==> src/rtl/vga_pkg.sv <==
// Shared definitions for the VGA board renderer: loader states, header layout
// and the image RAM placement.
package vga_pkg;

  typedef enum logic [2:0] {
    IDLE   = 3'd0,
    HEADER = 3'd1,
    PIXELS = 3'd2,
    DONE   = 3'd3,
    ERROR  = 3'd4
  } loader_state_t;

  localparam int          HDR_BYTES    = 16;
  localparam logic [17:0] BASE_ADDRESS = 18'h10;

  localparam logic [3:0] HDR_W_HI = 4'd0;
  localparam logic [3:0] HDR_W_LO = 4'd1;
  localparam logic [3:0] HDR_H_HI = 4'd4;
  localparam logic [3:0] HDR_H_LO = 4'd5;

  // True when both dimensions are non-zero and the pixel area fits behind the header.
  function automatic logic header_fits(input logic [15:0] w, input logic [15:0] h,
                                       input logic [31:0] prod, input logic [31:0] limit);
    return (w != 16'd0) && (h != 16'd0) && (prod <= limit);
  endfunction

endpackage

==> src/rtl/vga_image_loader_if.sv <==
// Valid/ready byte stream from the host receive path into the image loader.
interface vga_image_loader_if;
  logic [7:0] in_data;
  logic       in_valid;
  logic       in_ready;

  modport master (output in_data, output in_valid, input in_ready);
  modport slave  (input in_data, input in_valid, output in_ready);
endinterface

==> src/rtl/vga_image_loader.sv <==
// Streams a 16-byte header plus grey-scale pixels into the image RAM write
// port, parsing the dimensions and rejecting images that do not fit.
module vga_image_loader
  import vga_pkg::*;
#(
  parameter int ADDR_W    = 18,
  parameter int MEM_WORDS = 262144
) (
  input  logic                 clk,
  input  logic                 rst,
  input  logic                 start,
  vga_image_loader_if.slave    in_bus,
  output logic [ADDR_W-1:0]    wraddress,
  output logic [7:0]           wrdata,
  output logic                 wren,
  output logic [15:0]          img_width,
  output logic [15:0]          img_height,
  output logic                 busy,
  output logic                 done,
  output logic                 error
);

  localparam logic [31:0] PIX_LIMIT = 32'(MEM_WORDS - HDR_BYTES);

  loader_state_t     state_r, next_state_s;
  logic              ready_s, busy_s, accept_s;
  logic              last_hdr_s, last_pix_s, hdr_ok_s, rearm_s;
  logic [3:0]        hdr_idx_s;
  logic [ADDR_W-1:0] addr_cnt_r, rem_r, wraddress_r;
  logic [7:0]        w_hi_r, h_hi_r, wrdata_r;
  logic [15:0]       width_r, height_r;
  logic [31:0]       prod_r;
  logic              wren_r, done_r, error_r;

  // Header and pixel addresses are one contiguous run because pixels start right after the header.
  assign hdr_idx_s  = addr_cnt_r[3:0];
  assign accept_s   = in_bus.in_valid && ready_s;
  assign last_hdr_s = (state_r == HEADER) && accept_s && (hdr_idx_s == 4'd15);
  assign last_pix_s = (state_r == PIXELS) && accept_s && (rem_r == ADDR_W'(1));
  assign hdr_ok_s   = header_fits(width_r, height_r, prod_r, PIX_LIMIT);
  assign rearm_s    = start && ((state_r == IDLE) || (state_r == DONE) || (state_r == ERROR));

  // State register.
  always_ff @(posedge clk) begin
    if (rst) begin
      state_r <= IDLE;
    end else begin
      state_r <= next_state_s;
    end
  end

  // Next-state logic.
  always_comb begin
    next_state_s = state_r;
    case (state_r)
      IDLE, DONE, ERROR: begin
        if (start) next_state_s = HEADER;
        else       next_state_s = state_r;
      end
      HEADER: begin
        if (last_hdr_s) next_state_s = hdr_ok_s ? PIXELS : ERROR;
        else            next_state_s = HEADER;
      end
      PIXELS: begin
        if (last_pix_s) next_state_s = DONE;
        else            next_state_s = PIXELS;
      end
      default: next_state_s = IDLE;
    endcase
  end

  // Moore decode of ready and busy from the state register.
  always_comb begin
    ready_s = 1'b0;
    busy_s  = 1'b0;
    case (state_r)
      HEADER, PIXELS: begin
        ready_s = 1'b1;
        busy_s  = 1'b1;
      end
      ERROR:   ready_s = 1'b1;
      default: begin
        ready_s = 1'b0;
        busy_s  = 1'b0;
      end
    endcase
  end

  // Address counter, header field capture, pixel product and remaining-pixel counter.
  always_ff @(posedge clk) begin
    if (rst) begin
      addr_cnt_r <= '0;
      rem_r      <= '0;
      w_hi_r     <= 8'd0;
      h_hi_r     <= 8'd0;
      width_r    <= 16'd0;
      height_r   <= 16'd0;
      prod_r     <= 32'd0;
    end else begin
      if (rearm_s)                 addr_cnt_r <= '0;
      else if (accept_s && busy_s) addr_cnt_r <= addr_cnt_r + ADDR_W'(1);

      if ((state_r == HEADER) && accept_s) begin
        case (hdr_idx_s)
          HDR_W_HI: w_hi_r   <= in_bus.in_data;
          HDR_W_LO: width_r  <= {w_hi_r, in_bus.in_data};
          HDR_H_HI: h_hi_r   <= in_bus.in_data;
          HDR_H_LO: height_r <= {h_hi_r, in_bus.in_data};
          default: begin
          end
        endcase
      end

      prod_r <= 32'(width_r) * 32'(height_r);

      if (last_hdr_s)                           rem_r <= prod_r[ADDR_W-1:0];
      else if ((state_r == PIXELS) && accept_s) rem_r <= rem_r - ADDR_W'(1);
    end
  end

  // RAM write-port register stage and status flags; bytes drained in ERROR never write.
  always_ff @(posedge clk) begin
    if (rst) begin
      wren_r      <= 1'b0;
      wraddress_r <= '0;
      wrdata_r    <= 8'd0;
      done_r      <= 1'b0;
      error_r     <= 1'b0;
    end else begin
      wren_r      <= accept_s && busy_s;
      wraddress_r <= addr_cnt_r;
      wrdata_r    <= in_bus.in_data;
      done_r      <= last_pix_s;
      error_r     <= (next_state_s == ERROR);
    end
  end

  assign in_bus.in_ready = ready_s;
  assign busy            = busy_s;
  assign wren            = wren_r;
  assign wraddress       = wraddress_r;
  assign wrdata          = wrdata_r;
  assign done            = done_r;
  assign error           = error_r;
  assign img_width       = width_r;
  assign img_height      = height_r;

endmodule

==> src/flat_wrapper.sv <==
// flat-port wrapper written by rule: the top's interface ports become plain ports
module vga_image_loader_flat import vga_pkg::*;
#(
  parameter int ADDR_W    = 18,
  parameter int MEM_WORDS = 262144
)
  (clk, rst, start, wraddress, wrdata, wren, img_width, img_height, busy, done, error, in_bus_in_data, in_bus_in_valid, in_bus_in_ready);
  vga_image_loader_if in_bus_i ();
  input  logic clk;
  input  logic rst;
  input  logic start;
  output logic [ADDR_W-1:0] wraddress;
  output logic [7:0] wrdata;
  output logic wren;
  output logic [15:0] img_width;
  output logic [15:0] img_height;
  output logic busy;
  output logic done;
  output logic error;
  input wire logic [$bits(in_bus_i.in_data)-1:0] in_bus_in_data;
  input wire logic [$bits(in_bus_i.in_valid)-1:0] in_bus_in_valid;
  output wire logic [$bits(in_bus_i.in_ready)-1:0] in_bus_in_ready;
  assign in_bus_i.in_data = in_bus_in_data;
  assign in_bus_i.in_valid = in_bus_in_valid;
  assign in_bus_in_ready = in_bus_i.in_ready;
  vga_image_loader #(.ADDR_W(ADDR_W), .MEM_WORDS(MEM_WORDS)) u_core (.clk(clk), .rst(rst), .start(start), .in_bus(in_bus_i), .wraddress(wraddress), .wrdata(wrdata), .wren(wren), .img_width(img_width), .img_height(img_height), .busy(busy), .done(done), .error(error));
endmodule
==> config.mk <==
export PLATFORM = sky130hd
export DESIGN_NAME = vga_image_loader_flat
export DESIGN_NICKNAME = d
export VERILOG_FILES = /design/src/rtl/vga_pkg.sv /design/src/rtl/vga_image_loader_if.sv /design/src/rtl/vga_image_loader.sv /design/src/flat_wrapper.sv
export SDC_FILE = /design/constraint.sdc
export NUM_CORES = 1
export LEC_CHECK = 0
export CORE_ASPECT_RATIO = 2
export CORE_MARGIN = 2
export CORE_UTILIZATION = 35
export DETAILED_ROUTE_END_ITERATION = 8
export MAX_ROUTING_LAYER = met4
export SLEW_MARGIN = 20
export SYNTH_ARGS = -nofsm -noshare
export SYNTH_HDL_FRONTEND = slang
export SYNTH_SLANG_ARGS = --single-unit
export TNS_END_PERCENT = 5
==> constraint.sdc <==
create_clock -name clk -period 5.6 [get_ports clk]
set_input_delay 1.12 -clock clk [delete_from_list [all_inputs] [get_ports clk]]
set_output_delay 1.12 -clock clk [all_outputs]
set_load 0.005 [all_outputs]
==> flow_summary.toml <==
[timing]
post-route-period-util = 1.02
worst_slew_pin_slew_ps = 1060
clock.fmax_mhz = 175
finalHoldViolations = 0
hold_ws_ps = 481
slew_headroom = 0.286
rsz0062_at_grt = "yes"
finalClockSkew_ps = 21.4
setup_slack_ps = -126
finalWorstPathRequiredPeriod_ps = 5730
setup_violations = 8
slew_viol_final = 0

[synth]
async_flop_share = 0
synth_ff_type = "dfxtp_1"
synth.cell_area_mm2 = 0.0141
ys_types = 62
synth-seq-cells = 148
yosysSeqAreaShare = 0.210
ys_warn_count = 0
synth_edf_count = 0
syn-num-nets = 1895
avgSynthCellArea_um2 = 8.94
synthCells = 1580

[grt]
overflow = 0
grt_pass1_wl_um = 71000
grtUsageTotal = 0.230
grt_max_degree = 92
antenna_found_initial = 0
grt_pass1_vias = 13000

[floorplanning]
die_w_um = 146
die_area_mm2 = 0.0421
core.rowCount = 104
die_h_um = 288
fp.coreArea_mm2 = 0.0401
start_util = 0.352
io_pins = 75

[routing]
final_antenna_net_count = 0
drtIter0Drc = 483
route.detailed.wl_per_inst_um = 19.8
drc_errors = 0
firstDrtPassIters = 5
vias_per_cell = 5.12
via_count = 11900
totalWireLength_um = 45900

[setup_path]
crit_chain = "buf_4 > nand2_1 > fa_1 > inv_1 > fa_1 > fa_1 > fa_1 > fa_1 > ha_1 > ha_1 > a21oi_1 > o41ai_4 > buf_4 > o31a_1 > or3_1 > a21oi_2"
cp_data_required_time_ps = 5980
worstPathMaxFanout = 10
crit_type = "register to register"
cpPeakStageDelay_ps = 550
critPathCaptureType = "register"
crit_path_frequent_cell = "fa_1"
slowest_stage = "fa_1"
crit_arrival_ps = 6100
worst_setup_path_start_kind = "register"

[clocking]
htreeDepth = 4
clock_sinks = 148
cts_tree = "yes"
clock-root-buffer = "clkbuf_16"
path_clk_slew_ps = 80
numCtsBuffers = 17
clk_latency_ps = 460
cts_buffer_depth = 2

[run_status]
violations = "negative setup slack"
status = "finished, violations left"

[place]
place_congestion = 0.952
dp_hpwl_um = 36500
numPlacedInstances = 2261
dpl_cell_area_mm2 = 0.0166
port_buffers = 74

[pwr]
p_leak_nw = 8.37
peakVddDrop_mv = 0.227
power.density_mw_per_mm2 = 129
p_total_w = 0.00230

[hold_path]
min_path_type = "register to register"

[final_layout]
layout.nets = 2090
multi_input_area_mm2 = 0.0103
fill_cells = 3963
drive_gt1_frac = 0.185
areaGrowthSynthToFinish_pct = 26.0
final_cells = 2319
final_design_area_no_fill_mm2 = 0.0178
regArea_mm2 = 0.00303

[job]
drv_cap = 0
area by class of cell:
class / instances / area share
Clock buffer: 17 / 0.0239
Inverter: 244 / 0.0515
Clock inverter: 15 / 0.00956
Tap cell: 530 / 0.0373
Multi-Input combinational cell: 1111 / 0.581
Sequential cell: 148 / 0.170
Antenna cell: 1 / 0.000141
Timing Repair Buffer: 253 / 0.127
worst paths after layout:
path | startpoint | to | slack [ps] | cells past startpoint
hold / removal | u_core.addr_cnt_r[17]$_SDFFE_PP0P_ | u_core.wraddress[17]$_SDFF_PP0_ | 480 | 1
hold reg to reg | u_core.addr_cnt_r[17]$_SDFFE_PP0P_ | u_core.wraddress[17]$_SDFF_PP0_ | 480 | 1
setup / recovery | u_core.img_height[12]$_SDFFE_PP0P_ | u_core.prod_r[31]$_SDFF_PP0_ | -130 | 16
setup reg to reg | u_core.img_height[12]$_SDFFE_PP0P_ | u_core.prod_r[31]$_SDFF_PP0_ | -130 | 16
per-stage QoR:
step	worst slack [ps]	setup TNS, ps	util
6_report	-126	-636	0.444
5_1_grt	-300	-2600	0.444
4_1_cts	-107	-658	0.439
3_5_place_dp	-400	-3580	0.413
3_3_place_gp	-369	-3000	0.413
2_1_floorplan	-86.5	-282	-
logic make-up after synthesis:
family,after synthesis,synth area share
and+or+nand+nor,569,0.201
DFF,148,0.210
xor gates and xnor gates,36,0.0223
AOI/OAI and AO/OA,148,0.0683
muxes,55,0.0395
buffers and inverters,321,0.0873
adders and majority gates,303,0.372
per-layer routing:
layer,up-vias,GRT usage,wire length (um)
li1,5394,-,-
met1,5941,0.203,15200
met2,351,0.435,24900
met3,195,0.0300,1500
met4,0,0.176,4200
met5,-,-,0
critical path, delay by kind of cell (launching register included):
family,cells,cell delay (ps)
compound gates,4,860
fa+ha+maj,7,3310
flops,1,480
simple gates,2,480
buf+inv,3,510
timing repair:
action                     4_1_cts  5_1_grt
setup endpoints to repair       15       15
buffers inserted                13       11
hold buffers                     0        0
pin swaps                       29       34
resized for setup               98       34
cloned                           1        0
cell usage after synthesis (all sizes together), types with 4 or more instances:
cell    number  area (um^2)
o211a        4         40.0
nor3        17         85.1
fa         194         3880
nand3       21          105
and2       123          769
mux2         6         67.6
nor2       131          504
nand4       14         87.6
xnor2       13          114
clkbuf      66          248
a21oi       52          260
and3         9         56.3
o311ai       4         35.0
ha         109         1360
nor2b       37          231
a211oi       4         30.0
nand2      168          631
o21ai       26          130
dfxtp      148         2960
buf         11         68.8
inv        244          916
or4          6         48.8
a221oi       5         43.8
a31oi        7         43.8
a21o        15          113
o211ai       6         45.0
or3          7         43.8
xor2        23          201
mux2i       49          490
nor4        18          128
where the power goes:
group	switching (W)	internal [W]
logic	0.0000523	0.0000291
registers	0.00000537	0.00105
clock network	0.000559	0.000603
total	0.000616	0.00168
cells in the final DEF (no fill, tap or decap), types with 7 or more instances in the layout:
master / instances
inv_1: 230
fa_1: 183
nand2_1: 165
buf_4: 160
nor2_1: 126
dfxtp_1: 123
and2_1: 116
ha_1: 94
clkdlybuf4s50_1: 73
mux2i_1: 49
a21oi_1: 42
nor2b_1: 37
nand3_1: 21
xor2_1: 21
nor4_1: 17
clkbuf_16: 17
o21ai_0: 16
a21o_1: 15
nor3_1: 15
inv_2: 14
nand4_1: 14
ha_4: 14
dfxtp_4: 14
xnor2_1: 13
fa_2: 11
dfxtp_2: 11
buf_12: 10
and3_1: 8
a21oi_2: 8
buf_6: 8
and2_4: 7
or3_1: 7
inv_8: 7
flip-flops by register name (all words and copies together), names as in the netlist:
signal and flops:
u_core.addr_cnt_r 18, u_core.done 1, u_core.error 1, u_core.h_hi_r 8, u_core.img_height 16, u_core.img_width 16
u_core.prod_r 32, u_core.rem_r 18, u_core.state_r 3, u_core.w_hi_r 8, u_core.wraddress 18, u_core.wrdata 8
u_core.wren 1
No activity file was read; power rests on OpenSTA's default activity.
